--- src/rtl/sauria_cfg_sequencer.sv ---
// sauria_seq_fifo: generic synchronous FIFO with flush, pointer wrap modulo DEPTH (DEPTH power of two).
// Latency: write visible at read port the cycle after the push; read data is the combinational head.
// Backpressure: full_o/empty_o gate push/pop internally; flush_i empties it and overrides push/pop.
module sauria_seq_fifo #(
    parameter int WIDTH = 8,
    parameter int DEPTH = 8
) (
    input  logic             clk_i,
    input  logic             rst_ni,
    input  logic             flush_i,
    input  logic             push_i,
    input  logic [WIDTH-1:0] wdata_i,
    input  logic             pop_i,
    output logic [WIDTH-1:0] rdata_o,
    output logic             full_o,
    output logic             empty_o
);
    localparam int AW = $clog2(DEPTH);

    logic [WIDTH-1:0] mem [DEPTH];
    logic [AW-1:0]    wr_ptr_q;
    logic [AW-1:0]    rd_ptr_q;
    logic [AW:0]      count_q;
    logic             do_push;
    logic             do_pop;

    assign full_o  = (count_q == (AW + 1)'(DEPTH));
    assign empty_o = (count_q == '0);
    assign do_push = push_i && !full_o && !flush_i;
    assign do_pop  = pop_i && !empty_o && !flush_i;
    assign rdata_o = mem[rd_ptr_q];

    // Storage array: written on accepted pushes only, no reset needed.
    always_ff @(posedge clk_i) begin
        if (do_push) begin
            mem[wr_ptr_q] <= wdata_i;
        end
    end

    // Pointers and occupancy; push+pop together leave the count unchanged.
    always_ff @(posedge clk_i or negedge rst_ni) begin
        if (!rst_ni) begin
            wr_ptr_q <= '0;
            rd_ptr_q <= '0;
            count_q  <= '0;
        end else if (flush_i) begin
            wr_ptr_q <= '0;
            rd_ptr_q <= '0;
            count_q  <= '0;
        end else begin
            if (do_push) begin
                wr_ptr_q <= wr_ptr_q + AW'(1);
            end
            if (do_pop) begin
                rd_ptr_q <= rd_ptr_q + AW'(1);
            end
            if (do_push && !do_pop) begin
                count_q <= count_q + (AW + 1)'(1);
            end else if (do_pop && !do_push) begin
                count_q <= count_q - (AW + 1)'(1);
            end
        end
    end
endmodule

// sauria_cfg_sequencer: queues config writes, replays them to the SAURIA config bridge, launches the job, waits for done.
// Latency: push into an idle empty queue raises cfg_req_o after the second edge; irq_o one cycle after the done edge.
// Backpressure: cmd_ready_o low when queue full, in ERR or in reset; each config write is held until cfg_gnt_i.
// Optional: define SAURIA_SEQ_WDOG_EN to build a WAIT_DONE watchdog that errors after TIMEOUT_CYCLES.
module sauria_cfg_sequencer #(
    parameter int                    ADDR_WIDTH     = 32,
    parameter int                    DATA_WIDTH     = 32,
    parameter int                    FIFO_DEPTH     = 8,
    parameter logic [ADDR_WIDTH-1:0] START_ADDR     = ADDR_WIDTH'(32'h0000_0000),
    parameter logic [DATA_WIDTH-1:0] START_DATA     = DATA_WIDTH'(32'h0000_0001),
    parameter int                    TIMEOUT_CYCLES = 1_000_000
) (
    input  logic                  clk_i,
    input  logic                  rst_ni,
    input  logic                  cmd_valid_i,
    output logic                  cmd_ready_o,
    input  logic [ADDR_WIDTH-1:0] cmd_addr_i,
    input  logic [DATA_WIDTH-1:0] cmd_data_i,
    input  logic                  cmd_last_i,
    output logic                  cfg_req_o,
    input  logic                  cfg_gnt_i,
    output logic [ADDR_WIDTH-1:0] cfg_addr_o,
    output logic [DATA_WIDTH-1:0] cfg_wdata_o,
    input  logic                  cfg_error_i,
    input  logic                  done_i,
    output logic                  busy_o,
    output logic                  irq_o,
    output logic                  err_o,
    input  logic                  clr_err_i
);
    typedef struct packed {
        logic [ADDR_WIDTH-1:0] addr;
        logic [DATA_WIDTH-1:0] data;
        logic                  last;
    } cmd_t;

    typedef enum logic [2:0] {
        IDLE,
        ISSUE,
        START,
        WAIT_DONE,
        ERR
    } state_t;

    state_t state_q;
    state_t state_d;
    cmd_t   push_cmd;
    cmd_t   head_cmd;
    logic   fifo_full;
    logic   fifo_empty;
    logic   fifo_push;
    logic   fifo_pop;
    logic   fifo_flush;
    logic   ready_en_q;
    logic   done_q;
    logic   done_rise;
    logic   irq_q;
    logic   irq_set;
    logic   wdog_expired;

    assign push_cmd    = '{addr: cmd_addr_i, data: cmd_data_i, last: cmd_last_i};
    assign cmd_ready_o = ready_en_q && !fifo_full && (state_q != ERR);
    assign fifo_push   = cmd_valid_i && cmd_ready_o;
    assign done_rise   = done_i && !done_q;
    assign busy_o      = (state_q == ISSUE) || (state_q == START) || (state_q == WAIT_DONE);
    assign err_o       = (state_q == ERR);
    assign irq_o       = irq_q;

    sauria_seq_fifo #(
        .WIDTH ($bits(cmd_t)),
        .DEPTH (FIFO_DEPTH)
    ) u_cmd_fifo (
        .clk_i   (clk_i),
        .rst_ni  (rst_ni),
        .flush_i (fifo_flush),
        .push_i  (fifo_push),
        .wdata_i (push_cmd),
        .pop_i   (fifo_pop),
        .rdata_o (head_cmd),
        .full_o  (fifo_full),
        .empty_o (fifo_empty)
    );

`ifdef SAURIA_SEQ_WDOG_EN
    localparam int WDOG_W = $clog2(TIMEOUT_CYCLES + 1);
    logic [WDOG_W-1:0] wdog_cnt_q;

    // Watchdog counts cycles spent in WAIT_DONE, held at zero everywhere else.
    always_ff @(posedge clk_i or negedge rst_ni) begin
        if (!rst_ni) begin
            wdog_cnt_q <= '0;
        end else if (state_q != WAIT_DONE) begin
            wdog_cnt_q <= '0;
        end else begin
            wdog_cnt_q <= wdog_cnt_q + WDOG_W'(1);
        end
    end

    assign wdog_expired = (state_q == WAIT_DONE) && (wdog_cnt_q == WDOG_W'(TIMEOUT_CYCLES - 1));
`else
    assign wdog_expired = 1'b0;
`endif

    // State, done history (reset high so a level held through reset is not an edge), irq pulse, ready enable.
    always_ff @(posedge clk_i or negedge rst_ni) begin
        if (!rst_ni) begin
            state_q    <= IDLE;
            done_q     <= 1'b1;
            irq_q      <= 1'b0;
            ready_en_q <= 1'b0;
        end else begin
            state_q    <= state_d;
            done_q     <= done_i;
            irq_q      <= irq_set;
            ready_en_q <= 1'b1;
        end
    end

    // Next state and config-bus outputs; the bus reads zero whenever no write is offered.
    always_comb begin
        state_d     = state_q;
        fifo_pop    = 1'b0;
        fifo_flush  = 1'b0;
        irq_set     = 1'b0;
        cfg_req_o   = 1'b0;
        cfg_addr_o  = '0;
        cfg_wdata_o = '0;
        unique case (state_q)
            IDLE: begin
                if (!fifo_empty) begin
                    state_d = ISSUE;
                end
            end
            ISSUE: begin
                cfg_req_o = !fifo_empty;
                if (!fifo_empty) begin
                    cfg_addr_o  = head_cmd.addr;
                    cfg_wdata_o = head_cmd.data;
                    if (cfg_gnt_i) begin
                        fifo_pop = 1'b1;
                        if (cfg_error_i) begin
                            state_d = ERR;
                        end else if (head_cmd.last) begin
                            state_d = START;
                        end
                    end
                end
            end
            START: begin
                cfg_req_o   = 1'b1;
                cfg_addr_o  = START_ADDR;
                cfg_wdata_o = START_DATA;
                if (cfg_gnt_i) begin
                    state_d = cfg_error_i ? ERR : WAIT_DONE;
                end
            end
            WAIT_DONE: begin
                if (done_rise) begin
                    irq_set = 1'b1;
                    state_d = IDLE;
                end else if (wdog_expired) begin
                    state_d = ERR;
                end
            end
            ERR: begin
                fifo_flush = 1'b1;
                if (clr_err_i) begin
                    state_d = IDLE;
                end
            end
            default: begin
                state_d = IDLE;
            end
        endcase
    end
endmodule

--- config.mk ---
export PLATFORM = sky130hd
export DESIGN_NAME = sauria_cfg_sequencer
export DESIGN_NICKNAME = d
export VERILOG_FILES = /design/src/rtl/sauria_cfg_sequencer.sv
export SDC_FILE = /design/constraint.sdc
export NUM_CORES = 1
export LEC_CHECK = 0
export BUFFER_PORTS_ARGS = -buffer_cell sky130_fd_sc_hd__buf_2
export CAP_MARGIN = 20
export CORE_MARGIN = 5
export CORE_UTILIZATION = 53
export CTS_CLUSTER_DIAMETER = 40
export DETAILED_ROUTE_END_ITERATION = 12
export PLACE_DENSITY = 0.71
export SLEW_MARGIN = 10
export SYNTH_ARGS = -nofsm -noshare
export SYNTH_HDL_FRONTEND = slang
export SYNTH_SLANG_ARGS = --single-unit
--- constraint.sdc ---
create_clock -name clk_i -period 8.7 [get_ports clk_i]
set_input_delay 1.74 -clock clk_i [delete_from_list [all_inputs] [get_ports clk_i]]
set_output_delay 1.74 -clock clk_i [all_outputs]
set_load 0.02 [all_outputs]
==> metrics <==
outcome=finished clean; # port buffers=between 100 and 150; reg-to-reg setup timing slack=a little over 5 ns; sequential share of the synthesized area=roughly 78%; area of all placed cells without fillers=between 20,000 and 25,000 um2; final hold viol count=0; placeable core region=about 39,000 um2; TNS Setup=0 ns; instance count of the mapped netlist=between 900 and 1,000; final net count=approximately 1,200; met3 global-route usage=3.88%; hold_ws=between 0.5 and 0.6 ns; number of synthesized flops with an enable pin=520; slew at the pin with the worst max-slew slack=between 1 and 1.5 ns; count of boundary I/O pins=roughly 140; TritonCTS Buffers=59; Placed Cells incl. Taps=approximately 1,600; fraction of registers with async set or reset after synthesis=2.99%; number of maximum-capacitance constraint violations=0; number of setup violations in the final report=0; proportion of netlist area held by the largest area contributor=between 70% and 80%; multiplexer fraction of the synthesized cell area=approximately 17%; routing layer with the top usage in global route=met2; CP required=between 6 and 7 ns; Syn Nets=~1,000; cell area reported after detailed placement=~22,000 um2; Max Transition Viols Final=0; DR WL/cell=24.4 um; Max Clk Rate=about 0.19 GHz; # clock sinks=about 540; number of nets with antenna violations after detailed routing=0; DRC errors left=0; first-pass iteration count of the detailed router=5; time the final worst path needs with I/O delays and setup=approximately 5.3 ns; overall power consumption=7.81 mW; initial antenna violation count=7; global-route total usage across every layer=19.1%; Yosys warning total=0; worst voltage drop across the vdd grid=between 0.15 and 0.2 mV; via count=9,605; signed area change from the synthesized netlist to the final layout=16.0%; top flip-flop cell by instance count after synthesis=sky130_fd_sc_hd__edfxtp_1; worst-skew pair later-pin latency=0.60 ns; met2 Resource Use GR=a little under a third; post-synth cell types=42; XOR/XNOR share of the synthesized area=less than 1%; Iteration-0 DRC Markers=~680; overall overflow remaining after global route=0; DIE HEIGHT=207 um; class of the tightest hold or removal check=flip-flop to flip-flop; drt via density=~5.7; wire length of the first global-routing pass=62,900 um; non-filler cells in the finished layout=1,672; post-synthesis simple-gate area fraction=under 10%; total die area=approximately 43,000 um2; largest family of logic cells by synthesized area=multiplexers; post-synthesis register bit count=~540; final WL=slightly above 40,000 um; worst-path fanout max=73; clock root buffer master=sky130_fd_sc_hd__clkbuf_16; Die Span X=207 um; Pleak=slightly below 8 nW; maximum clock path buffer count=3; Cell Pwr Density=roughly 330 nW/um2; ranking of synthesized cells by area=sky130_fd_sc_hd__edfxtp_1 (76%), sky130_fd_sc_hd__mux4_2 (14%), sky130_fd_sc_hd__mux2i_1 (3.2%), sky130_fd_sc_hd__dfrtp_1 (1.8%), sky130_fd_sc_hd__nor2_1 (1.4%); clock input transition at the sequential cells of the worst setup and hold paths=about 0.060 ns; average size of a mapped cell=approximately 22 um2; Detailed Place HPWL=21,500 um; start-to-end type of the worst setup path=flip-flop to output port; Adder-Cell Fraction of Synth Area=less than 1%; Worst Setup Start Kind=flip-flop; weighted congestion at the end of routability-driven global placement=0.699; share of final-layout standard cells stronger than drive strength 1=roughly a third; Yosys top cell by area=sky130_fd_sc_hd__edfxtp_1; H-tree level count=2; Core Rows=between 70 and 80; met1 Track Usage GR=a little over a quarter; clock tree from TritonCTS=done; number of fill cells=2,735; Post-CTS Setup Inserts=0; worst relative slew slack=about a quarter; Initial Utilization=53.5%; number of hold buffers added after cts=0; vias in the first global route=a little over 10,000; worst path arrival time=around 3.6 ns; netlist area before placement=a little over 20,000 um2; Compound-Gate Fraction of Synth Area=0.534%; maximum number of pins on one net before global-route repair=74; unrepaired setup endpoints after global routing=no; clock skew after layout=~0.012 ns; final worst-path cycle share=between 60 and 70%; post-CTS resize count=0; kind of capture point of the worst setup path=output port
[cell type report]
class / instances / area (um2) / share of cell area (%)
Tap cell: 518 / 648 / 2.71
Inverter: 6 / 22.5 / 0.0942
Multi-Input combinational cell: 344 / 4420 / 18.5
Clock buffer: 74 / 1530 / 6.41
Sequential cell: 536 / 16000 / 67.0
Antenna cell: 2 / 5.00 / 0.0209
Timing Repair Buffer: 157 / 848 / 3.55
Clock inverter: 35 / 413 / 1.73
[cells in the mapped netlist, types with 2 or more instances]
cell type,count
sky130_fd_sc_hd__nor2_1,77
sky130_fd_sc_hd__nand3_1,9
sky130_fd_sc_hd__clkbuf_1,22
sky130_fd_sc_hd__o22ai_1,2
sky130_fd_sc_hd__a21oi_1,3
sky130_fd_sc_hd__nor3b_1,2
sky130_fd_sc_hd__o32ai_1,2
sky130_fd_sc_hd__buf_6,3
sky130_fd_sc_hd__inv_1,6
sky130_fd_sc_hd__nand2b_1,5
sky130_fd_sc_hd__and4_4,2
sky130_fd_sc_hd__edfxtp_1,520
sky130_fd_sc_hd__buf_1,8
sky130_fd_sc_hd__nand2_1,12
sky130_fd_sc_hd__mux2i_1,65
sky130_fd_sc_hd__xor2_1,3
sky130_fd_sc_hd__nand4_1,2
sky130_fd_sc_hd__buf_2,14
sky130_fd_sc_hd__nor3_1,2
sky130_fd_sc_hd__o21ai_0,5
sky130_fd_sc_hd__ha_1,4
sky130_fd_sc_hd__or2b_1,3
sky130_fd_sc_hd__dfrtp_1,15
sky130_fd_sc_hd__mux4_2,130
[flip-flops by register name, summed over array words and instances (netlist names)]
register / flops
done_q: 1
u_cmd_fifo.mem: 520
ready_en_q: 1
u_cmd_fifo.rd_ptr_q: 3
u_cmd_fifo.wr_ptr_q: 3
irq_o: 1
state_q: 3
u_cmd_fifo.count_q: 4
[layer usage]
| layer | vias up | share of wire [%] | wire length, um |
|---|---|---|---|
| li1 | 4208 | - | - |
| met1 | 5083 | 43 | 17500 |
| met2 | 239 | 50 | 20500 |
| met3 | 65 | 5.0 | 2050 |
| met4 | 10 | 1.9 | 766 |
| met5 | - | 0.15 | 62 |
[power breakdown]
part / internal [mW] / switching [mW] / leakage (nW)
combinational: 0.925 / 1.20 / 2.08
sequential: 3.04 / 0.184 / 4.89
clock: 1.47 / 0.993 / 0.948
total: 5.43 / 2.37 / 7.92
[worst paths after layout]
path                                             start               endpoint  depth (start not counted)
worst max-delay path            u_cmd_fifo.rd_ptr_q[1]         cfg_addr_o[20]                          5
worst min-delay path             u_cmd_fifo.count_q[0]  u_cmd_fifo.count_q[0]                          1
worst max register to register              state_q[2]  u_cmd_fifo.mem[4][32]                          5
worst min register to register   u_cmd_fifo.count_q[0]  u_cmd_fifo.count_q[0]                          1
max in group asynchronous                       rst_ni                 done_q                          1
min in group asynchronous                       rst_ni                  irq_o                          1
[cells by family (layout without fill, tap and decap cells)]
| group | after synthesis | count (layout) |
|---|---|---|
| other cells | 1 | 3 |
| buf+inv | 54 | 272 |
| fa+ha+maj | 5 | 5 |
| xor+xnor | 3 | 3 |
| mux | 196 | 196 |
| flops | 536 | 536 |
| simple gates | 122 | 122 |
| compound gates | 17 | 17 |
[critical path, cell delays in order, from the launching register on]
cell,delay (ns)
sky130_fd_sc_hd__dfrtp_4,1.10
sky130_fd_sc_hd__buf_4,0.83
sky130_fd_sc_hd__mux4_2,0.36
sky130_fd_sc_hd__mux2i_1,0.07
sky130_fd_sc_hd__nor2_1,0.28
sky130_fd_sc_hd__buf_2,0.24
[cell usage in the layout (no fill, tap or decap), types with 2 or more instances in the layout]
| cell | Yosys | routed |
|---|---|---|
| sky130_fd_sc_hd__inv_6 | 0 | 9 |
| sky130_fd_sc_hd__dfrtp_1 | 15 | 12 |
| sky130_fd_sc_hd__inv_1 | 6 | 6 |
| sky130_fd_sc_hd__xor2_1 | 3 | 3 |
| sky130_fd_sc_hd__mux2i_1 | 65 | 65 |
| sky130_fd_sc_hd__buf_4 | 1 | 16 |
| sky130_fd_sc_hd__mux4_2 | 130 | 130 |
| sky130_fd_sc_hd__or2b_1 | 3 | 3 |
| sky130_fd_sc_hd__clkbuf_16 | 0 | 59 |
| sky130_fd_sc_hd__nand4_1 | 2 | 2 |
| sky130_fd_sc_hd__clkinv_4 | 0 | 3 |
| sky130_fd_sc_hd__nand3_1 | 9 | 9 |
| sky130_fd_sc_hd__o22ai_1 | 2 | 2 |
| sky130_fd_sc_hd__diode_2 | 0 | 2 |
| sky130_fd_sc_hd__and4_4 | 2 | 2 |
| sky130_fd_sc_hd__nor3_2 | 0 | 2 |
| sky130_fd_sc_hd__clkinv_1 | 0 | 4 |
| sky130_fd_sc_hd__dfrtp_4 | 0 | 3 |
| sky130_fd_sc_hd__edfxtp_1 | 520 | 520 |
| sky130_fd_sc_hd__o21ai_0 | 5 | 5 |
| sky130_fd_sc_hd__o32ai_1 | 2 | 2 |
| sky130_fd_sc_hd__nor2_4 | 0 | 6 |
| sky130_fd_sc_hd__clkbuf_1 | 22 | 15 |
| sky130_fd_sc_hd__buf_2 | 14 | 140 |
| sky130_fd_sc_hd__a21oi_1 | 3 | 3 |
| sky130_fd_sc_hd__nor2_1 | 77 | 71 |
| sky130_fd_sc_hd__nand2b_1 | 5 | 5 |
| sky130_fd_sc_hd__nand2_1 | 12 | 11 |
| sky130_fd_sc_hd__bufinv_16 | 0 | 7 |
| sky130_fd_sc_hd__clkinv_2 | 0 | 8 |
| sky130_fd_sc_hd__nor3b_1 | 2 | 2 |
| sky130_fd_sc_hd__clkinvlp_4 | 0 | 2 |
| sky130_fd_sc_hd__ha_1 | 4 | 4 |
[through the flow]
stage                     worst slack (ns)  utilization, %
after global routing                  3.15            62.0
final                                 3.40            62.0
after detailed placement              3.72            56.9
after floorplan                       1.38               -
after CTS                             3.06            61.9
after global placement                3.70            56.9
No activity file was read; power rests on OpenSTA's default activity.
